==> src/rtl/axi_lite_perf_pkg.sv <==
// Shared constants and types for the AXI4-Lite performance monitor:
// register map offsets, response codes and the latency-timer state.
package axi_lite_perf_pkg;

    // Global register byte offsets
    localparam int OFF_CTRL    = 'h00;
    localparam int OFF_OVF     = 'h04;
    localparam int OFF_NUM_CH  = 'h08;

    // Channel c lives at OFF_CH_BASE + CH_STRIDE*c
    localparam int OFF_CH_BASE = 'h10;
    localparam int CH_STRIDE   = 'h10;

    // Per-channel sub-offsets
    localparam int OFF_RD_CNT  = 'h0;
    localparam int OFF_WR_CNT  = 'h4;
    localparam int OFF_RD_LAT  = 'h8;
    localparam int OFF_WR_LAT  = 'hC;

    localparam logic [1:0] RESP_OKAY   = 2'b00;
    localparam logic [1:0] RESP_SLVERR = 2'b10;

    typedef enum logic {
        IDLE = 1'b0,
        BUSY = 1'b1
    } lat_state_t;

endpackage

==> src/rtl/axi_lite_perf_chan.sv <==
// One monitored AXI4-Lite link: saturating read/write handshake counters,
// oldest-outstanding latency timers with running maxima, sticky overflow.
module axi_lite_perf_chan
    import axi_lite_perf_pkg::*;
#(
    parameter int CNT_WIDTH = 16
) (
    input  logic                 core_clk,
    input  logic                 ext_rst,
    input  logic                 enable,
    input  logic                 clear,
    input  logic                 arvalid,
    input  logic                 arready,
    input  logic                 rvalid,
    input  logic                 rready,
    input  logic                 awvalid,
    input  logic                 awready,
    input  logic                 bvalid,
    input  logic                 bready,
    output logic [CNT_WIDTH-1:0] rd_cnt,
    output logic [CNT_WIDTH-1:0] wr_cnt,
    output logic [CNT_WIDTH-1:0] rd_lat_max,
    output logic [CNT_WIDTH-1:0] wr_lat_max,
    output logic                 ovf
);

    localparam logic [CNT_WIDTH-1:0] CNT_MAX = '1;
    localparam logic [CNT_WIDTH-1:0] CNT_ONE = CNT_WIDTH'(1);

    // Index 0 is the read side, index 1 the write side; both behave identically.
    logic [1:0]                ev;
    logic [1:0]                done;
    logic [1:0][CNT_WIDTH-1:0] cnt, cnt_nxt;
    logic [1:0][CNT_WIDTH-1:0] tmr, tmr_nxt;
    logic [1:0][CNT_WIDTH-1:0] lat_max, max_nxt;
    lat_state_t                st [2];
    lat_state_t                st_nxt [2];
    logic                      ovf_nxt;

    assign ev   = {awvalid & awready, arvalid & arready};
    assign done = {bvalid & bready, rvalid & rready};

    always_comb begin
        ovf_nxt = ovf;
        for (int s = 0; s < 2; s++) begin
            cnt_nxt[s] = cnt[s];
            tmr_nxt[s] = tmr[s];
            max_nxt[s] = lat_max[s];
            st_nxt[s]  = st[s];
            if (enable) begin
                if (ev[s]) begin
                    if (cnt[s] == CNT_MAX) ovf_nxt = 1'b1;
                    else                   cnt_nxt[s] = cnt[s] + CNT_ONE;
                end
                case (st[s])
                    // A same-cycle request/response from idle is latency 0: no-op on the max.
                    IDLE: if (ev[s] && !done[s]) begin
                        st_nxt[s]  = BUSY;
                        tmr_nxt[s] = CNT_ONE;
                    end
                    BUSY: begin
                        if (done[s]) begin
                            if (tmr[s] > lat_max[s]) max_nxt[s] = tmr[s];
                            if (ev[s]) tmr_nxt[s] = CNT_ONE;
                            else       st_nxt[s]  = IDLE;
                        end else if (tmr[s] != CNT_MAX) begin
                            tmr_nxt[s] = tmr[s] + CNT_ONE;
                        end
                    end
                    default: st_nxt[s] = IDLE;
                endcase
            end
            if (clear) begin
                cnt_nxt[s] = '0;
                tmr_nxt[s] = '0;
                max_nxt[s] = '0;
                st_nxt[s]  = IDLE;
            end
        end
        if (clear) ovf_nxt = 1'b0;
    end

    always_ff @(posedge core_clk or posedge ext_rst) begin
        if (ext_rst) begin
            cnt     <= '0;
            tmr     <= '0;
            lat_max <= '0;
            st      <= '{default: IDLE};
            ovf     <= 1'b0;
        end else begin
            cnt     <= cnt_nxt;
            tmr     <= tmr_nxt;
            lat_max <= max_nxt;
            st      <= st_nxt;
            ovf     <= ovf_nxt;
        end
    end

    assign rd_cnt     = cnt[0];
    assign wr_cnt     = cnt[1];
    assign rd_lat_max = lat_max[0];
    assign wr_lat_max = lat_max[1];

endmodule

==> src/rtl/axi_lite_perf_monitor.sv <==
// Non-intrusive statistics monitor for NUM_CH AXI4-Lite links, with its own
// AXI4-Lite register slave for reading and clearing the statistics.
module axi_lite_perf_monitor
    import axi_lite_perf_pkg::*;
#(
    parameter int NUM_CH     = 4,
    parameter int CNT_WIDTH  = 16,
    parameter int ADDR_WIDTH = 8
) (
    input  logic                  core_clk,
    input  logic                  ext_rst,
    input  logic [NUM_CH-1:0]     mon_arvalid,
    input  logic [NUM_CH-1:0]     mon_arready,
    input  logic [NUM_CH-1:0]     mon_rvalid,
    input  logic [NUM_CH-1:0]     mon_rready,
    input  logic [NUM_CH-1:0]     mon_awvalid,
    input  logic [NUM_CH-1:0]     mon_awready,
    input  logic [NUM_CH-1:0]     mon_bvalid,
    input  logic [NUM_CH-1:0]     mon_bready,
    input  logic                  s_awvalid,
    output logic                  s_awready,
    input  logic [ADDR_WIDTH-1:0] s_awaddr,
    input  logic                  s_wvalid,
    output logic                  s_wready,
    input  logic [31:0]           s_wdata,
    input  logic [3:0]            s_wstrb,
    output logic                  s_bvalid,
    input  logic                  s_bready,
    output logic [1:0]            s_bresp,
    input  logic                  s_arvalid,
    output logic                  s_arready,
    input  logic [ADDR_WIDTH-1:0] s_araddr,
    output logic                  s_rvalid,
    input  logic                  s_rready,
    output logic [31:0]           s_rdata,
    output logic [1:0]            s_rresp,
    output logic                  ovf_any
);

    localparam int BW = ADDR_WIDTH - 4;

    logic [NUM_CH-1:0][CNT_WIDTH-1:0] rd_cnt, wr_cnt, rd_lat_max, wr_lat_max;
    logic [NUM_CH-1:0]                ovf;
    logic                             ctrl_en;
    logic                             clear_q;
    logic                             wr_rdy, ar_rdy;
    logic                             wr_hs, rd_hs;
    logic                             aw_hit, ar_hit;
    logic [31:0]                      rd_word;
    logic                             unused_wbits;

    for (genvar c = 0; c < NUM_CH; c++) begin : g_ch
        axi_lite_perf_chan #(.CNT_WIDTH(CNT_WIDTH)) u_chan (
            .core_clk   (core_clk),
            .ext_rst    (ext_rst),
            .enable     (ctrl_en),
            .clear      (clear_q),
            .arvalid    (mon_arvalid[c]),
            .arready    (mon_arready[c]),
            .rvalid     (mon_rvalid[c]),
            .rready     (mon_rready[c]),
            .awvalid    (mon_awvalid[c]),
            .awready    (mon_awready[c]),
            .bvalid     (mon_bvalid[c]),
            .bready     (mon_bready[c]),
            .rd_cnt     (rd_cnt[c]),
            .wr_cnt     (wr_cnt[c]),
            .rd_lat_max (rd_lat_max[c]),
            .wr_lat_max (wr_lat_max[c]),
            .ovf        (ovf[c])
        );
    end

    // Block 0 holds the global words; block 1+c holds channel c.
    function automatic logic addr_hit(input logic [ADDR_WIDTH-1:0] a);
        logic [BW-1:0] blk;
        logic [3:0]    off;
        blk = a[ADDR_WIDTH-1:4];
        off = a[3:0];
        if (off[1:0] != 2'b00) return 1'b0;
        if (blk == '0)
            return (off == 4'(OFF_CTRL)) || (off == 4'(OFF_OVF)) || (off == 4'(OFF_NUM_CH));
        return int'(blk) <= NUM_CH;
    endfunction

    assign aw_hit = addr_hit(s_awaddr);
    assign ar_hit = addr_hit(s_araddr);

    always_comb begin
        rd_word = '0;
        if (s_araddr[ADDR_WIDTH-1:4] == '0) begin
            case (s_araddr[3:0])
                4'(OFF_CTRL):   rd_word = {31'b0, ctrl_en};
                4'(OFF_OVF):    rd_word = 32'(ovf);
                4'(OFF_NUM_CH): rd_word = 32'(NUM_CH);
                default:        rd_word = '0;
            endcase
        end else begin
            for (int c = 0; c < NUM_CH; c++) begin
                if (int'(s_araddr[ADDR_WIDTH-1:4]) == c + OFF_CH_BASE / CH_STRIDE) begin
                    case (s_araddr[3:0])
                        4'(OFF_RD_CNT): rd_word = 32'(rd_cnt[c]);
                        4'(OFF_WR_CNT): rd_word = 32'(wr_cnt[c]);
                        4'(OFF_RD_LAT): rd_word = 32'(rd_lat_max[c]);
                        4'(OFF_WR_LAT): rd_word = 32'(wr_lat_max[c]);
                        default:        rd_word = '0;
                    endcase
                end
            end
        end
    end

    assign wr_hs = wr_rdy & s_awvalid & s_wvalid;
    assign rd_hs = ar_rdy & s_arvalid;

    // Ready flops toggle off after one cycle so each handshake is a single pulse.
    always_ff @(posedge core_clk or posedge ext_rst) begin
        if (ext_rst) begin
            wr_rdy   <= 1'b0;
            s_bvalid <= 1'b0;
            s_bresp  <= RESP_OKAY;
            ctrl_en  <= 1'b1;
            clear_q  <= 1'b0;
        end else begin
            clear_q <= 1'b0;
            wr_rdy  <= !wr_rdy && !s_bvalid && s_awvalid && s_wvalid;
            if (wr_hs) begin
                s_bvalid <= 1'b1;
                s_bresp  <= aw_hit ? RESP_OKAY : RESP_SLVERR;
                if (s_awaddr == ADDR_WIDTH'(OFF_CTRL) && s_wstrb[0]) begin
                    ctrl_en <= s_wdata[0];
                    clear_q <= s_wdata[1];
                end
            end else if (s_bvalid && s_bready) begin
                s_bvalid <= 1'b0;
            end
        end
    end

    always_ff @(posedge core_clk or posedge ext_rst) begin
        if (ext_rst) begin
            ar_rdy   <= 1'b0;
            s_rvalid <= 1'b0;
            s_rdata  <= '0;
            s_rresp  <= RESP_OKAY;
        end else begin
            ar_rdy <= !ar_rdy && !s_rvalid && s_arvalid;
            if (rd_hs) begin
                s_rvalid <= 1'b1;
                s_rdata  <= ar_hit ? rd_word : 32'h0;
                s_rresp  <= ar_hit ? RESP_OKAY : RESP_SLVERR;
            end else if (s_rvalid && s_rready) begin
                s_rvalid <= 1'b0;
            end
        end
    end

    assign s_awready    = wr_rdy;
    assign s_wready     = wr_rdy;
    assign s_arready    = ar_rdy;
    assign ovf_any      = |ovf;
    assign unused_wbits = ^{s_wdata[31:2], s_wstrb[3:1]};

endmodule

==> config.mk <==
export PLATFORM = sky130hd
export DESIGN_NAME = axi_lite_perf_monitor
export DESIGN_NICKNAME = d
export VERILOG_FILES = /design/src/rtl/axi_lite_perf_pkg.sv /design/src/rtl/axi_lite_perf_chan.sv /design/src/rtl/axi_lite_perf_monitor.sv
export SDC_FILE = /design/constraint.sdc
export NUM_CORES = 1
export LEC_CHECK = 0
export BUFFER_PORTS_ARGS = -buffer_cell sky130_fd_sc_hd__buf_2
export CELL_PAD_IN_SITES_DETAIL_PLACEMENT = 0
export CELL_PAD_IN_SITES_GLOBAL_PLACEMENT = 1
export CORE_MARGIN = 2
export CORE_UTILIZATION = 30
export CTS_CLUSTER_DIAMETER = 50
export DETAILED_ROUTE_END_ITERATION = 12
export PLACE_DENSITY = 0.6
export SYNTH_ARGS = -nofsm -noshare
export SYNTH_HDL_FRONTEND = slang
export SYNTH_SLANG_ARGS = --single-unit
==> constraint.sdc <==
create_clock -name core_clk -period 39.9 [get_ports core_clk]
set_clock_uncertainty 0.15 [all_clocks]
set_input_delay 9.975 -clock core_clk [delete_from_list [all_inputs] [get_ports core_clk]]
set_output_delay 9.975 -clock core_clk [all_outputs]
set_load 0.05 [all_outputs]
Word level (Yosys, flattened, before mapping):

Cells that the tools add are included.
W data, S select, Z words.

* word-level logic and storage cells: 492
* register bits: 438

* eq/ne operators: 57
* magnitude comparators: 10
* muxes and demuxes: 237
* bitwise operators: 27
* reductions and logical operators: 100
* add/subtract/negate cells: 16

Operator list (number)
* $mux W16: 121
* $add A16 B1 Y16 const B: 16
* $pmux W16 S2: 8
* $pmux W16 S4: 4
* $mux W32: 5
* $eq A16 B16 Y1 const B: 8
* $gt A16 B16 Y1: 8
* $ne A16 B16 Y1 const B: 8
* $mux W1: 88
* $reduce_bool A2 Y1: 37
* $ne A4 B3 Y1 const B: 16
* $reduce_and A4 Y1: 16
* $ne A3 B2 Y1 const B: 8
* $reduce_and A3 Y1: 8
* $and A1 B1 Y1: 19
* $eq A4 B3 Y1 const B: 4
* $eq A4 B4 Y1 const B: 4
* $logic_and A1 B1 Y1: 16
* $logic_not A4 Y1: 4
* $ne A2 B2 Y1 const B: 8
* $pmux W1 S2: 8
* $logic_not A1 Y1: 12
* $pmux W4 S3: 1
* $le A4 B3 Y1 const B: 2
* 7 further kinds: 18

Longest topological paths before layout:

* depth after elaboration: 8
* mapped depth: 10

Cells and area by module:

From an unflattened synthesis, not the netlist that was laid out.

* cells, all modules: 3069
* area, all modules: 27671.5 sq um

By module, submodules not included
* axi_lite_perf_chan (g_ch[1].u_chan): area each 6206.0 sq um, sequential area each 2477.4 sq um, times used 1, cells an instance 672
* axi_lite_perf_chan (g_ch[0].u_chan): area each 6103.4 sq um, sequential area each 2477.4 sq um, times used 1, cells an instance 651
* axi_lite_perf_chan (g_ch[3].u_chan): area each 5955.7 sq um, sequential area each 2477.4 sq um, times used 1, cells an instance 636
* axi_lite_perf_chan (g_ch[2].u_chan): area each 5795.6 sq um, sequential area each 2477.4 sq um, times used 1, cells an instance 638
* axi_lite_perf_monitor: area each 3611.0 sq um, sequential area each 601.8 sq um, times used 1, cells an instance 472

Worst setup path after synthesis:

Ideal clock, no wire load.

* path kind: input to register
* start: input port mon_arvalid[3]
* end: register g_ch[3].u_chan.tmr[12] in the netlist's numbering
* path buffers: 1
* arrival: 11349 ps
* path slack: 28291 ps
* library setup time: 110 ps
* required time: 39640 ps
* cell stages on the path: 7
* path through: and2_1 maj3_1 a21oi_1 or2_2 buf_2 o21ai_0 o41ai_1

* word-level cells in the longest chain between the ends: 4
* elaborated cells between the ends (all ways): 5

Ends and longest elaborated chain
* start: declaration: RTL line axi_lite_perf_monitor.sv:12 `input logic [NUM_CH-1:0] mon_arvalid,`
* $and A1 B1 Y1 (*): RTL line axi_lite_perf_chan.sv:40 `assign ev = {awvalid & awready, arvalid & arready};`
* $logic_and A1 B1 Y1: RTL line axi_lite_perf_chan.sv:57 `IDLE: if (ev[s] && !done[s]) begin`
* $ne A3 B2 Y1 (no source line)
* $reduce_and A4 Y1 (no source line) (*)
* end signal: assignment: RTL line axi_lite_perf_chan.sv:92 `tmr <= tmr_nxt;`
* end: declaration: RTL line axi_lite_perf_chan.sv:34 `logic [1:0][CNT_WIDTH-1:0] tmr, tmr_nxt;`

Every way passes the cells marked *; elsewhere a longest branch is shown, timed or not.
A chain may end at the register's enable or synchronous reset.

Worst setup path in the final report:

* start: input port s_araddr[2]
* end: register s_rdata[12]

* word-level cells in the longest chain between the ends: 8
* elaborated cells between the ends (all ways): 19

Ends and longest elaborated chain
* start: declaration: RTL line axi_lite_perf_monitor.sv:32 `input logic [ADDR_WIDTH-1:0] s_araddr,`
* $eq A4 B4 Y1 (tied with other cells): RTL line axi_lite_perf_monitor.sv:101 `case (s_araddr[3:0])`
* $pmux W16 S4: RTL line axi_lite_perf_monitor.sv:101
* $mux W16: RTL line axi_lite_perf_monitor.sv:100 `if (int'(s_araddr[ADDR_WIDTH-1:4]) == c + OFF_CH_BASE / CH_STRIDE) begin`
* $mux W32 (3 in a row): RTL line axi_lite_perf_monitor.sv:100
* $mux W32: RTL line axi_lite_perf_monitor.sv:91 `if (s_araddr[ADDR_WIDTH-1:4] == '0) begin`
* $mux W32 (*): RTL line axi_lite_perf_monitor.sv:150 `s_rdata <= ar_hit ? rd_word : 32'h0;`
* end signal: assignment: RTL line axi_lite_perf_monitor.sv:150
* end: declaration: RTL line axi_lite_perf_monitor.sv:35 `output logic [31:0] s_rdata,`

Marked as above.

==> metrics.md <==
| Metric | Value |
|---|---|
| Run status | `complete, no violations` |
| Pre-Repair DR Iteration Count | `8` |
| Initial Util | `0.303` |
| Clock Tree Buf Depth | `3` |
| Met3 wire length | `4510 um` |
| Synth top area share | `0.398` |
| Fin crit share | `0.310` |
| Most used standard cell by instance count after synthesis | `dfrtp_1` |
| Vias per cell | `5.24` |
| R2R depth | `7` |
| GR Overflow Total | `0` |
| Number of global-route vias before repair | `21,667` |
| Worst Setup EP | `s_rdata[12]$_DFFE_PP0P_` |
| # DRC | `0` |
| Wire per inst | `19.1 um` |
| Clk pwr share | `0.591` |
| CP startpoint | `s_araddr[2]` |
| Origin of the critical flop-to-flop path | `clear_q$_DFF_PP0_` |
| Slowest stage delay, CP | `680 ps` |
| Via count | `21,829` |
| Fin crit period | `12,380 ps` |
| Yosys warnings | `0` |
| Nets@finish | `3,178` |
| IO Count | `133` |
| Slew @ Worst Pin | `1300 ps` |
| Leak | `0.0144 uW` |
| Place WS | `26,910 ps` |
| Number of buffers created by CTS | `80` |
| Fill cell count | `8,885` |
| Top sig layer | `met5` |
| CTS Sinks | `420` |
| Sw Share | `0.242` |
| Worst path slowest cell | `buf_4` |
| Share of layout cells above drive strength 1 | `0.0998` |
| Clk_lat worst skew | `640 ps` |
| Yosys reg bits | `420` |
| Mapped cell area | `26,300 um^2` |
| Cells after synthesis | `2,899` |
| Die Area | `90,100 um^2` |
| Worst-path clk slew | `50 ps` |
| Hold Buf Count CTS | `0` |
| Mapped Avg Cell Area | `9.08 um^2` |
| Peak supply drop | `0.0000312 V` |
| Antenna violations before repair | `5` |
| Row count | `108` |
| Met2 Routed Length | `35,700 um` |
| Critical-path cell list | `buf_4 > buf_4 > nand2_1 > nor2_2 > a221o_1 > nand3_1 > o221ai_1` |
| Max Clock Freq | `0.0808 GHz` |
| Arr. time, crit path | `12,780 ps` |
| PnR worst setup slack | `27,520 ps` |
| Crit path capture type | `flop` |
| Overall Global Routing Usage | `0.177` |
| Detail Placement HPWL | `57,400 um` |
| Worst slew margin | `0.124` |
| Post-synth EDFFs | `0` |
| Area contributors post-synth | `dfrtp_1 40%, mux2i_1 6.9%, ha_1 6.8%` |
| RSZ-0062 raised after global routing | `no` |
| Top FF cell, synth | `dfrtp_1` |
| First-pass GRT wire length | `126,000 um` |
| Core ar. | `86,900 um^2` |
| Seq pwr share | `0.368` |
| PD cells | `38.6 nW/um^2` |
| Setup Fix Bufs, Post-CTS | `0` |
| Initial DRC Count | `1,402` |
| # port buffers | `81` |
| H-tree depth | `3` |
| Pins over their slew limit | `0` |
| Final ANT Viol Nets | `0` |
| Max-Cap Viols | `0` |
| Fin. Hold Viols | `0` |
| Synth area leader | `dfrtp_1` |
| Fin Setup TNS | `0 ps` |
| Seq/Total Area, Yosys | `0.399` |
| Endpoints failing setup | `0` |
| Distinct cell type count after synthesis | `90` |
| Worst Path Max Fanout | `44` |
| Cell mode on critical path | `buf_4` |
| Util after Layout | `0.350` |
| Post-CTS Resized | `0` |
| RR Endpoint | `g_ch[0].u_chan.rd_cnt[15]$_DFFE_PP0P_` |
| WL final | `79,400 um` |
| Most common library cells after synthesis | `419 x dfrtp_1, 320 x nand2_1, 301 x nor2_1` |
| R2R setup slack | `36,390 ps` |
| Die Wd | `300 um` |
| Setup CP Type | `input pin to flop` |
| Worst EP required | `40,300 ps` |
| Die H | `300 um` |
| Root buffer cell | `clkbuf_16` |
| P_int | `890 uW` |
| Gpl congestion | `0.874` |
| Crit path launch type | `input pin` |
| Met1 Wirelength | `37,000 um` |
| CTS tree | `done` |
| Asr flop ratio synth | `1.00` |
| Logic pwr share | `0.042` |
| Largest net degree at the start of global routing | `118` |
| Net Sw Power | `284 uW` |
| Placed Cells incl. Taps | `4,016` |
| Area Growth Syn to Fin | `15.5%` |
| Post-Layout Cell Count | `4,162` |
| HP Class | `flop to flop` |
power groups by stage:
stage,Sequential [uW],Clock [uW],Combinational (uW)
after CTS,432,712,49.7
after global routing,432,733,53.9
after global placement,438,0,49.0
after floorplan,442,0,30.9
after detailed placement,439,0,49.6
final,432,693,48.9
placed cells by master (no fill, tap or decap), types with 10 or more instances in the layout:
cell type | synthesis | routed
inv_1 | 154 | 153
o22ai_1 | 19 | 19
xnor2_1 | 80 | 80
and3_1 | 71 | 71
buf_2 | 30 | 80
clkinv_2 | 0 | 12
clkbuf_8 | 0 | 13
conb_1 | 1 | 18
and4_1 | 32 | 32
dfrtp_1 | 419 | 418
a21o_1 | 21 | 21
nor4b_1 | 11 | 10
o211ai_1 | 16 | 16
clkbuf_16 | 0 | 81
clkinv_4 | 0 | 11
nor4_1 | 32 | 32
ha_1 | 144 | 144
nand3_1 | 128 | 128
nor2_1 | 301 | 300
nand4_1 | 86 | 86
nand2_1 | 320 | 320
xor2_1 | 84 | 84
mux4_2 | 13 | 13
nor3_1 | 35 | 35
and2_1 | 30 | 30
a221o_1 | 15 | 15
nor2b_1 | 14 | 14
o31ai_1 | 29 | 29
buf_4 | 28 | 20
or3_1 | 25 | 25
a21oi_1 | 117 | 117
a22oi_1 | 26 | 26
a31oi_1 | 16 | 16
o21ai_0 | 142 | 141
mux2i_1 | 182 | 182
a221oi_1 | 15 | 15
o21ai_1 | 11 | 12
nand2b_1 | 20 | 20
routing by layer:
metal / vias to the layer above / track usage
met5: - / 0
met4: 4 / 0.0515
met3: 134 / 0.0371
met2: 481 / 0.276
met1: 10779 / 0.247
li1: 10431 / -
area by class of cell:
| cell class | count | area (um^2) | share of cell area |
|---|---|---|---|
| Antenna cell | 2 | 5.00 | 0.000165 |
| Clock buffer | 100 | 2230 | 0.0733 |
| Timing Repair Buffer | 100 | 551 | 0.0181 |
| Sequential cell | 420 | 10500 | 0.346 |
| Tap cell | 1155 | 1450 | 0.0475 |
| Multi-Input combinational cell | 2186 | 14500 | 0.478 |
| Clock inverter | 44 | 533 | 0.0175 |
| Inverter | 155 | 594 | 0.0195 |
flip-flops by register name, indices dropped and copies added, names as in the netlist:
register,count
s_bresp,1
g_ch.u_chan.tmr,128
g_ch.u_chan.st,8
g_ch.u_chan.wr_cnt,64
g_ch.u_chan.wr_lat_max,64
ctrl_en,1
g_ch.u_chan.ovf,4
g_ch.u_chan.rd_lat_max,64
clear_q,1
s_arready,1
s_rvalid,1
s_rresp,1
s_awready,1
s_rdata,16
s_bvalid,1
g_ch.u_chan.rd_cnt,64
stage by stage:
step	cell area (um^2)	total power, uW	hold slack [ps]
after CTS	30400	1190	329
final	30400	1170	321
after floorplan	26400	472	328
after detailed placement	27600	488	315
after global placement	27600	487	292
after global routing	30400	1220	348
cell families (layout without fill, tap and decap cells):
family	after synthesis	after routing	synth area share
compound gates	503	503	0.125
xor+xnor	164	164	0.0546
fa+ha+maj	152	152	0.0715
buf+inv	310	399	0.0514
flops	420	420	0.399
mux	196	196	0.0807
other cells	1	20	0.000142
simple gates	1153	1153	0.217
worst min-delay path by stage:
stage          depth (start not counted)  slack (ps)                         start                            to
6_report                               1         320          s_bvalid$_DFFE_PP0P_           s_awready$_DFF_PP0_
3_5_place_dp                           1         310          s_bvalid$_DFFE_PP0P_           s_awready$_DFF_PP0_
4_1_cts                                1         330          s_bvalid$_DFFE_PP0P_           s_awready$_DFF_PP0_
2_1_floorplan                          2         330  g_ch[3].u_chan.ovf$_DFF_PP0_  g_ch[3].u_chan.ovf$_DFF_PP0_
5_1_grt                                1         350          s_rvalid$_DFFE_PP0P_           s_arready$_DFF_PP0_
3_3_place_gp                           1         290          s_rvalid$_DFFE_PP0P_           s_arready$_DFF_PP0_
critical path: cells and delay by family:
family | cells | cell delay [ps]
compound gates | 2 | 570
simple gates | 3 | 1190
buf+inv | 2 | 1000
Power figures use the tool's default switching activity.
